$ cat config.mk
export PLATFORM = sky130hd
export DESIGN_NAME = instr_sequencer
export DESIGN_NICKNAME = d
export VERILOG_FILES = /design/src/rtl/instr_sequencer.sv
export SDC_FILE = /design/constraint.sdc
export NUM_CORES = 1
export LEC_CHECK = 0
export BUFFER_PORTS_ARGS = -buffer_cell sky130_fd_sc_hd__buf_2
export CORE_AREA = 2 2 56 58
export CTS_CLUSTER_DIAMETER = 50
export DETAILED_ROUTE_END_ITERATION = 6
export DIE_AREA = 0 0 58 60
export GPL_TIMING_DRIVEN = 0
export PLACE_DENSITY = 0.93
export SLEW_MARGIN = 5
export SYNTH_ARGS = -nofsm -noshare
export SYNTH_HDL_FRONTEND = slang
export SYNTH_SLANG_ARGS = --single-unit
$ cat constraint.sdc
create_clock -name clock -period 5.88 [get_ports clock]
set_input_delay 1.764 -clock clock [delete_from_list [all_inputs] [get_ports clock]]
set_output_delay 1.764 -clock clock [all_outputs]
set_load 0.01 [all_outputs]
$ cat src/rtl/instr_sequencer.sv
// Instruction state sequencer: fetch, opcode decode, execute, retire count.
// Optional single-step hold at FETCH1 under INSTR_SEQUENCER_STEP_EN.
module instr_sequencer #(
  parameter int CNT_W = 16,
  parameter int OPC_W = 4
) (
  input  logic             clock,
  input  logic             reset_n,
  input  logic             start,
  input  logic [OPC_W-1:0] opcode,
`ifdef INSTR_SEQUENCER_STEP_EN
  input  logic             step_mode,
  input  logic             step,
`endif
  output logic [5:0]       state,
  output logic             busy,
  output logic             done,
  output logic             illegal,
  output logic [CNT_W-1:0] instr_count
);

  typedef enum logic [5:0] {
    S_IDLE = 6'd0,
    S_F1   = 6'd1,  S_F2   = 6'd2,  S_F3   = 6'd3,
    S_F4   = 6'd4,  S_F5   = 6'd5,  S_F6   = 6'd6,
    S_L11  = 6'd7,  S_L12  = 6'd8,  S_L13  = 6'd9,  S_L14 = 6'd10,
    S_L21  = 6'd11, S_L22  = 6'd12, S_L23  = 6'd13, S_L24 = 6'd14,
    S_ST1  = 6'd15, S_ST2  = 6'd16, S_ST3  = 6'd17, S_ST4 = 6'd18,
    S_ADD1 = 6'd19, S_ADD2 = 6'd20,
    S_MUL1 = 6'd21, S_MUL2 = 6'd22,
    S_FIN  = 6'd23
  } state_e;

  localparam logic [OPC_W-1:0] OP_NOP = OPC_W'(0);
  localparam logic [OPC_W-1:0] OP_LD1 = OPC_W'(1);
  localparam logic [OPC_W-1:0] OP_LD2 = OPC_W'(2);
  localparam logic [OPC_W-1:0] OP_STA = OPC_W'(3);
  localparam logic [OPC_W-1:0] OP_ADD = OPC_W'(4);
  localparam logic [OPC_W-1:0] OP_MUL = OPC_W'(5);
  localparam logic [OPC_W-1:0] OP_END = OPC_W'(15);

  state_e           state_q, state_d;
  logic             busy_q, busy_d;
  logic             done_q, done_d;
  logic             ill_q, ill_d;
  logic             start_q;
  logic [CNT_W-1:0] cnt_q, cnt_d, cnt_inc;
  logic             f1_go;

  assign cnt_inc = (&cnt_q) ? cnt_q : cnt_q + CNT_W'(1);

`ifdef INSTR_SEQUENCER_STEP_EN
  assign f1_go = !step_mode || step;
`else
  assign f1_go = 1'b1;
`endif

  always_comb begin
    state_d = state_q;
    cnt_d   = cnt_q;
    ill_d   = ill_q;
    case (state_q)
      S_IDLE: begin
        if (start && !start_q) begin
          state_d = S_F1;
          cnt_d   = '0;
          ill_d   = 1'b0;
        end
      end
      S_F1: begin
        if (f1_go) state_d = S_F2;
      end
      S_F2, S_F3, S_F4, S_F5,
      S_L11, S_L12, S_L13,
      S_L21, S_L22, S_L23,
      S_ST1, S_ST2, S_ST3,
      S_ADD1, S_MUL1: begin
        state_d = state_e'(state_q + 6'd1);
      end
      S_F6: begin
        if (opcode == OP_LD1)      state_d = S_L11;
        else if (opcode == OP_LD2) state_d = S_L21;
        else if (opcode == OP_STA) state_d = S_ST1;
        else if (opcode == OP_ADD) state_d = S_ADD1;
        else if (opcode == OP_MUL) state_d = S_MUL1;
        else if (opcode == OP_NOP) begin
          state_d = S_F1;
          cnt_d   = cnt_inc;
        end else if (opcode == OP_END) begin
          state_d = S_FIN;
        end else begin
          state_d = S_FIN;
          ill_d   = 1'b1;
        end
      end
      S_L14, S_L24, S_ST4, S_ADD2, S_MUL2: begin
        state_d = S_F1;
        cnt_d   = cnt_inc;
      end
      S_FIN: begin
        // hold off re-entry until start has been released
        if (!start) state_d = S_IDLE;
      end
      default: state_d = S_IDLE;
    endcase
    busy_d = (state_d != S_IDLE) && (state_d != S_FIN);
    done_d = (state_d == S_FIN);
  end

  always_ff @(posedge clock or negedge reset_n) begin
    if (!reset_n) begin
      state_q <= S_IDLE;
      busy_q  <= 1'b0;
      done_q  <= 1'b0;
      ill_q   <= 1'b0;
      start_q <= 1'b0;
      cnt_q   <= '0;
    end else begin
      state_q <= state_d;
      busy_q  <= busy_d;
      done_q  <= done_d;
      ill_q   <= ill_d;
      start_q <= start;
      cnt_q   <= cnt_d;
    end
  end

  assign state       = state_q;
  assign busy        = busy_q;
  assign done        = done_q;
  assign illegal     = ill_q;
  assign instr_count = cnt_q;

endmodule
## Word level (Yosys, flattened, before mapping)

Cells that the tools add are included.

| cells by class | value |
|---|---|
| $add $sub $neg | 2 |
| eq/ne operators | 40 |
| multiplexer cells | 27 |
| reductions and logical operators | 13 |

Operators by type and width:

| operator | count |
|---|---|
| 2-to-1 mux 16 bit | 8 |
| equality test 6 x 5 -> 1 bit, second input constant | 9 |
| equality test 6 x 4 -> 1 bit, second input constant | 8 |
| case mux 16 bit (3 select lines) | 1 |
| case mux 6 bit (6 select lines) | 1 |
| 2-to-1 mux 5 bit | 6 |
| equality test 6 x 3 -> 1 bit, second input constant | 4 |
| inequality test 2 bit, second input constant | 9 |
| adder 16 x 1 -> 16 bit, second input constant | 1 |
| AND reduction 16 bit | 1 |
| OR reduction 15 bit | 1 |
| equality test 6 x 2 -> 1 bit, second input constant | 2 |
| 2-to-1 mux 6 bit | 2 |
| AND reduction 9 bit | 1 |
| equality test 4 x 2 -> 1 bit, second input constant | 2 |
| equality test 4 x 3 -> 1 bit, second input constant | 2 |
| 2-to-1 mux 1 bit | 8 |
| AND reduction 8 bit | 1 |
| adder 6 x 1 -> 6 bit, second input constant | 1 |
| equality test 6 x 1 -> 1 bit, second input constant | 1 |
| zero test 6 bit | 1 |
| inequality test 6 x 5 -> 1 bit, second input constant | 1 |
| nonzero test 6 bit | 1 |
| OR reduction 5 bit | 1 |
| 8 further kinds | 9 |

| storage, ports and cells | value |
|---|---|
| register bits | 26 |
| output and inout port bits | 25 |

## Depth between registers and ports, before layout

Gate-level depths: netlist of the first run.

| depth | value |
|---|---|
| depth after elaboration | 10 |
| gate-level depth with buffers | 10 |
| gate-level depth less buffers | 8 |

## Worst setup path after synthesis of the first run

Ideal clock, no wire load.

| timing | value |
|---|---|
| path kind | input-to-reg |
| start point | input opcode[3] |
| end point | register cnt_q[3], in the netlist instr_count[3] |
| data arrival time | 3239 ps |
| data required time | 5814 ps |
| path slack | 2575 ps |
| stages | 7 |
| path through | or4_1 > nand4_1 > and4b_1 > buf_6 > nand2_4 > or4_1 > nand2_1 |

| on the way | value |
|---|---|
| word-level cells in the longest chain between the ends | 3 |
| elaborated cells between the ends (all ways) | 13 |
| those cells by class | 11 x eq/ne; 2 x reduce/logical |

RTL lines:

| what | RTL line | text |
|---|---|---|
| from (decl) | 10 | `input logic [OPC_W-1:0] opcode,` |
| equality test 4 x 3 -> 1 bit (tied with other cells) | 85 | `else if (opcode == OP_MUL) state_d = S_MUL1;` |
| inequality test 2 bit (no line) | -- |  |
| AND reduction 8 bit (no line) * | -- |  |
| to (signal assigned) | 124 | `cnt_q <= cnt_d;` |
| to (decl) | 47 | `logic [CNT_W-1:0] cnt_q, cnt_d, cnt_inc;` |

Every way passes the cells marked *; elsewhere a longest branch is shown, timed or not.
A chain may end at the register's enable or synchronous reset.

## Worst setup path after layout of the first run

Same ends and word-level chain as after synthesis.

==> results of run 1 <==
## through the flow
| stage | hold slack, ns | power [mW] |
|---|---|---|
| 2_1_floorplan | 0.529 | 0.318 |
| 3_3_place_gp | 0.492 | 0.354 |
| 3_5_place_dp | 0.491 | 0.357 |
| 4_1_cts | 0.536 | 0.431 |
| 5_1_grt | 0.556 | 0.457 |
| 6_report | 0.524 | 0.429 |
## power by group
group	switching [mW]	total, mW	internal (mW)	leakage [nW]
logic	0.0873	0.154	0.0671	0.581
clock network	0.0494	0.0735	0.0240	0.0138
registers	0.0129	0.201	0.188	0.357
total	0.150	0.429	0.279	0.952
## cell usage in the layout, fill, tap and decap left out, types with 2 or more instances in the layout
master    synthesis  routed
a21o_1            6       6
a21oi_1           3       3
and2_1            2       2
and3_1            6       6
and4b_1           2       2
buf_2             2      33
buf_6             3       3
clkbuf_1          2       2
clkbuf_4          0       3
dfrtp_1          26      26
ha_1              5       5
inv_1             5       5
nand2_1           7       7
nand2b_1          2       2
nand3_1          11      11
nand4_1          15      15
nor2_1           22      22
nor3_1            7       7
nor4_1            2       2
o21ai_0           5       5
o221ai_2          2       2
or4_1             3       3
xor2_1           16      16
## synth_stat cells, drive strengths merged
master,n
or4,3
a211o,1
o22ai,1
dfrtp,26
a2bb2oi,1
xnor2,1
and4b,2
or2,1
clkbuf,2
and2,2
nand3,11
nor3b,1
buf,6
ha,5
nand2b,2
nor2b,1
o211ai,1
xor2,16
and3,6
o221ai,3
nor2,22
conb,1
a22oi,1
nand4,15
o21ai,5
a31oi,1
a21o,6
inv,5
or3,1
a211oi,1
a21oi,3
nor4,3
nor3,7
nand2,8
## tightest hold or removal path: cells and delay by family, from the launching register on
| kind | cells | cell delay (ns) |
|---|---|---|
| AOI/OAI and AO/OA | 1 | 0.04 |
| DFF | 1 | 0.37 |
| and+or+nand+nor | 1 | 0.08 |
## kinds of logic (layout without fill, tap and decap cells)
kind of cell / after synthesis / after routing / synth area share [%]
compound gates: 24 / 24 / 11.9
fa+ha+maj: 5 / 5 / 3.92
simple gates: 85 / 85 / 28.9
buf+inv: 13 / 47 / 4.87
xor+xnor: 17 / 17 / 9.34
other cells: 1 / 1 / 0.235
flops: 26 / 26 / 40.8
## cell type report
cell class / count / area (sq um) / area share, %
multi-input cells: 132 / 866 / 47.8
flip-flops and latches: 26 / 651 / 35.9
repair buffers: 31 / 155 / 8.56
plain buffers: 8 / 58.8 / 3.24
well taps: 33 / 41.3 / 2.28
clock buffers: 3 / 22.5 / 1.24
inverters: 5 / 18.8 / 1.04
## worst min path at each step
stage | start | endpoint | depth (start not counted)
after floorplan | illegal$_DFFE_PN0P_ | illegal$_DFFE_PN0P_ | 2
after global placement | illegal$_DFFE_PN0P_ | illegal$_DFFE_PN0P_ | 2
after detailed placement | illegal$_DFFE_PN0P_ | illegal$_DFFE_PN0P_ | 2
after CTS | illegal$_DFFE_PN0P_ | illegal$_DFFE_PN0P_ | 2
after global routing | illegal$_DFFE_PN0P_ | illegal$_DFFE_PN0P_ | 2
final | illegal$_DFFE_PN0P_ | illegal$_DFFE_PN0P_ | 2
## sequential cells by signal, indices dropped and copies added (netlist names)
name         cells
busy             1
done             1
illegal          1
instr_count     16
start_q          1
state            6
## layer usage
layer | vias to the layer above | wire (um) | track usage (%)
li1 | 683 | - | -
met1 | 694 | 1530 | 27.3
met2 | 39 | 1550 | 35.4
met3 | 9 | 133 | 2.81
met4 | 0 | 74 | 6.98
met5 | - | 0 | 0
==> out/qor.yml, run 1 <==
placed_design:
  io_buffer_count: 31
  dpl.cell_count: 235
  hpwlAfterDp_mm: 2.44
  placedInstanceArea_sq_um: 1790
  globalplace.congestion: 0.885
  pre_cts_ws_ns: 2.34
floorplanning:
  rows: 20
  fp.dieH_um: 60
  die-area_sq_um: 3480
  die_x_um: 58
  io-pin-count: 32
  core_area_sq_um: 2900
  initial_core_util_pct: 54.9
logic_synthesis:
  synth_warnings: 0
  ys_ff_latch: 26
  yosysSeqAreaShare_pct: 40.8
  avgSynthCellArea_sq_um: 9.32
  syn_area_sq_um: 1590
  synthCells: 171
  yosys.area.top_type: "dfrtp_1"
  synthesis.nets: 183
  netlist.area_leader.share_pct: 40.8
  ys_top_cells_by_area: "dfrtp_1 41%, xor2_1 8.8%, nand4_1 5.9%"
  synth_cell_types: 39
critical_path:
  max_stage_delay_ns: 0.54
  reg2reg_from: "state[0]$_DFF_PN0_"
  cp_num_buf_inv: 2
  crit_path_top_delay_cell: "or4_1"
  worst-path-stages: 8
  crit_path_start: "opcode[3]"
  rr_worst_depth: 7
  cp-endpoint: "instr_count[3]$_DFFE_PN0P_"
  worst-setup-path-type: "in2reg"
  worstReg2RegEnd: "busy$_DFF_PN0_"
  cp_max_fo: 6
  path_cells: "buf_2 > or4_1 > nand4_1 > and4b_1 > buf_6 > nand2_4 > or4_1 > nand2_1"
  path_common_cell: "or4_1"
  required_ns: 6.15
  crit_arrival_ns: 3.47
  r2r_slack_ns: 3.35
  end_kind: "flop"
  crit_family: "simple AND/OR/NAND/NOR gates"
  cp-start-kind: "input port"
clock_network:
  clockBufferDepth: 2
  clock-sinks: 26
  post_cts_buffers: 0
  cts_buffers: 3
  clkSlewWorstSetupHoldPaths_ns: 0.13
  htreeDepth: 1
  ctsHoldBuffers: 0
  cts_tree: "done"
  cts_root_buffer: "clkbuf_4"
  cts_resized: 0
  clock_latency_ns: 0.32
global_route:
  grt_util_all_layers_pct: 20.8
  overflow: 0
  grt_pass1_vias: 1292
  grt_max_degree: 27
  antenna_found_initial: 0
  grt_pass1_wl_mm: 5.59
sta:
  period_minus_slack_ns: 3.20
  worst_pin_slew_ns: 0.610
  max_freq_mhz: 313
  slew_violations: 0
  fin_setup_tns_ns: 0
  period_share_pct: 54.4
  timing.slew.headroom_pct: 59.0
  final_hold_viol_count: 0
  skew_ns: 0.00549
  rsz0062_at_grt: "false"
  fin_ws_ns: 2.68
  setup_viol: 0
worst_hold_path:
  hold_class: "reg2reg"
cells_and_area:
  fin_nets: 219
  fin_area_sq_um: 1810
  finish.utilization_pct: 62.5
  instances_no_fill: 238
  drive_above_1_share_pct: 22.4
  n_fill_cell: 253
  syn2layout_area_growth_pct: 13.7
  antenna_cells: 0
routing:
  initialDrtViolationCount: 31
  ant_nets: 0
  drc: 0
  finalWirelength_mm: 3.29
  routedWlPerCell_um: 13.8
  vias: 1425
  dr.pass1.iters: 4
  vias_per_cell: 5.99
power_and_ir_drop:
  p_per_area_nw_per_um2: 236
  leakage_nw: 0.952
  worst_ir_drop_vdd_v: 0.000172
outcome:
  status: "finished, final reports clean"
job:
  maxCapViolCount: 0
(Power assumes the default switching activity.)
==> inputs of run 2 (changes only) <==
--- a/config.mk
+++ b/config.mk
@@ -5,13 +5,14 @@
 export SDC_FILE = /design/constraint.sdc
 export NUM_CORES = 1
 export LEC_CHECK = 0
+export ABC_AREA = 1
 export BUFFER_PORTS_ARGS = -buffer_cell sky130_fd_sc_hd__buf_2
-export CORE_AREA = 2 2 56 58
+export CORE_AREA = 2 2 64 66
 export CTS_CLUSTER_DIAMETER = 50
 export DETAILED_ROUTE_END_ITERATION = 6
-export DIE_AREA = 0 0 58 60
+export DIE_AREA = 0 0 66 68
 export GPL_TIMING_DRIVEN = 0
-export PLACE_DENSITY = 0.93
+export PLACE_DENSITY = 0.86
 export SLEW_MARGIN = 5
 export SYNTH_ARGS = -nofsm -noshare
 export SYNTH_HDL_FRONTEND = slang
==> constraint.sdc (replaced) <==
create_clock -name clock -period 2.8 [get_ports clock]
set_input_delay 0.84 -clock clock [delete_from_list [all_inputs] [get_ports clock]]
set_output_delay 0.84 -clock clock [all_outputs]
set_load 0.01 [all_outputs]
==> out/qor.yml, run 2 <==
sta:
  max_freq_mhz: 511
  fin_setup_tns_ns: 0
  final_hold_viol_count: 0
  setup_viol: 0
  timing.slew.headroom_pct: 62.9
  worst_pin_slew_ns: 0.556
  period_minus_slack_ns: 1.96
  slew_violations: 0
  rsz0062_at_grt: "false"
  period_share_pct: 69.9
  skew_ns: 0.00438
global_route:
  antenna_found_initial: 0
  grt_max_degree: 27
  overflow: 0
  grt_pass1_wl_mm: 6.56
  grt_pass1_vias: 1546
  grt_util_all_layers_pct: 18.6
job:
  maxCapViolCount: 0
clock_network:
  post_cts_buffers: 0
  clkSlewWorstSetupHoldPaths_ns: 0.09
  cts_resized: 0
  cts_tree: "done"
  clock_latency_ns: 0.27
  cts_buffers: 3
  htreeDepth: 1
  clockBufferDepth: 2
  ctsHoldBuffers: 0
  cts_root_buffer: "clkbuf_8"
  clock-sinks: 26
logic_synthesis:
  synth_edf_count: 0
  synthCells: 254
  synth_most_common_cell: "nand2_1"
  synthTopCellsByCount: "72 x nand2_1, 27 x nor2_1, 26 x dfrtp_1, 26 x inv_1, 23 x nand3_1"
  yosysSeqAreaShare_pct: 35.3
  netlist.area_leader.share_pct: 35.3
  syn_area_sq_um: 1840
  synth_cell_types: 28
  avgSynthCellArea_sq_um: 7.26
  ys_ff_latch: 26
  yosys.area.top_type: "dfrtp_1"
  ys_top_cells_by_area: "dfrtp_1 35%, nand2_1 15%, xor2_1 6.7%"
  synth_warnings: 0
  ys.flop_type: "dfrtp_1"
  synthesis.nets: 266
  async_reset_ff_share_pct: 100
power_and_ir_drop:
  leakage_nw: 1.15
  power_uw: 909
  p_per_area_nw_per_um2: 430
  worst_ir_drop_vdd_v: 0.000290
routing:
  finalWirelength_mm: 3.80
  routedWlPerCell_um: 11.2
  vias: 1691
  routed.top_layer: "met4"
  vias_per_cell: 4.99
  dr.pass1.iters: 4
  drc: 0
  ant_nets: 0
  wl_met2_mm: 1.76
  wl_met1_mm: 1.89
  initialDrtViolationCount: 124
  route.met3.wl_um: 82
critical_path:
  cp-start-kind: "flop"
  path_cells: "inv_1 > ha_1 > inv_1 > nand2_1 > nand2_1 > nand3_1 > nand2_1 > nand2_2 > a21oi_1 > nand3_1 > nor2_1 > nor2_1"
  cp_max_fo: 7
  path_common_cell: "nand2_1"
  r2r_slack_ns: 0.84
  required_ns: 2.96
  crit_arrival_ns: 2.12
  crit_path_top_delay_cell: "dfrtp_1"
  worst-setup-path-type: "reg2reg"
  end_kind: "flop"
  max_stage_delay_ns: 0.48
cells_and_area:
  drive_above_1_share_pct: 19.0
  syn2layout_area_growth_pct: 14.8
  largest_reg_flops: 16
  final_cell_mix: "72 x nand2_1, 32 x buf_2, 27 x nor2_1, 26 x inv_1, 26 x dfrtp_1"
  final_common_cell: "nand2_1"
  fin_nets: 302
  antenna_cells: 0
floorplanning:
  die-area_sq_um: 4490
  io-pin-count: 32
  rows: 23
  die_x_um: 66
  initial_core_util_pct: 47.8
  fp.dieH_um: 68
  core_area_sq_um: 3860
placed_design:
  io_buffer_count: 31
  globalplace.congestion: 0.946
  hpwlAfterDp_mm: 3.01
outcome:
  status: "finished, final reports clean"
worst_hold_path:
  hold_class: "reg2reg"
[run 2: changes by cell type in the layout (fill, tap and decap cells not counted), moves of 4 or more]
cell	before	now
nor2_1	22	27
nand3_1	11	23
a21o_1	6	0
nand4_1	15	6
and3_1	6	0
clkbuf_8	0	4
nand3b_1	0	10
inv_2	0	4
inv_1	5	26
nand2_1	7	72
[run 2: report_power, final]
part | internal (mW) | switching, mW
registers | 0.392 | 0.0183
clock network | 0.126 | 0.116
logic | 0.0913 | 0.167
[run 2: cells by family after synthesis]
logic type / after synthesis / share of synthesized area (%)
buffers and inverters: 34 / 7.74
XOR/XNOR: 14 / 6.65
AO/OA/AOI/OAI: 17 / 5.36
other: 1 / 0.203
flip-flops: 26 / 35.3
AND/OR/NAND/NOR: 157 / 41.3
adder cells (fa/ha/maj): 5 / 3.39
[run 2: critical path: cells and delay by family (launching register included)]
kind,cells,cell delay [ns]
AND/OR/NAND/NOR,8,0.66
AO/OA/AOI/OAI,1,0.24
flip-flops,1,0.48
adder cells (fa/ha/maj),1,0.28
buffers and inverters,2,0.20
[run 2: final cells by class]
type	instances	area (sq um)
clock buffers	4	55.1
flip-flops and latches	26	651
fillers	369	1740
multi-input cells	194	1050
well taps	50	62.6
inverters	31	119
repair buffers	31	155
plain buffers	3	23.8
[run 2: routing by layer]
layer,vias up,track usage (%)
li1,884,-
met1,773,25.6
met2,28,29.5
met3,6,3.45
met4,0,6.12
met5,-,0
[run 2: path summary, 6_finish.rpt]
kind,from,endpoint,cells after the start
min reg2reg,illegal$_DFFE_PN0P_,illegal$_DFFE_PN0P_,2
max,state[0]$_DFF_PN0_,busy$_DFF_PN0_,12
min,illegal$_DFFE_PN0P_,illegal$_DFFE_PN0P_,2
max in group asynchronous,reset_n,instr_count[6]$_DFFE_PN0P_,1
max reg2reg,state[0]$_DFF_PN0_,busy$_DFF_PN0_,12
min in group asynchronous,reset_n,instr_count[10]$_DFFE_PN0P_,1
[run 2: per-stage QoR]
stage	setup slack [ns]	instances	instance area (sq um)	hold WS (ns)	utilization [%]
floorplan	0.988	254	1840	0.519	-
global placement	0.719	335	2060	0.480	53.4
detailed placement	0.686	335	2060	0.480	53.4
CTS	0.835	339	2120	0.502	54.9
global route	0.598	339	2120	0.531	54.9
finish	0.842	339	2120	0.498	54.9
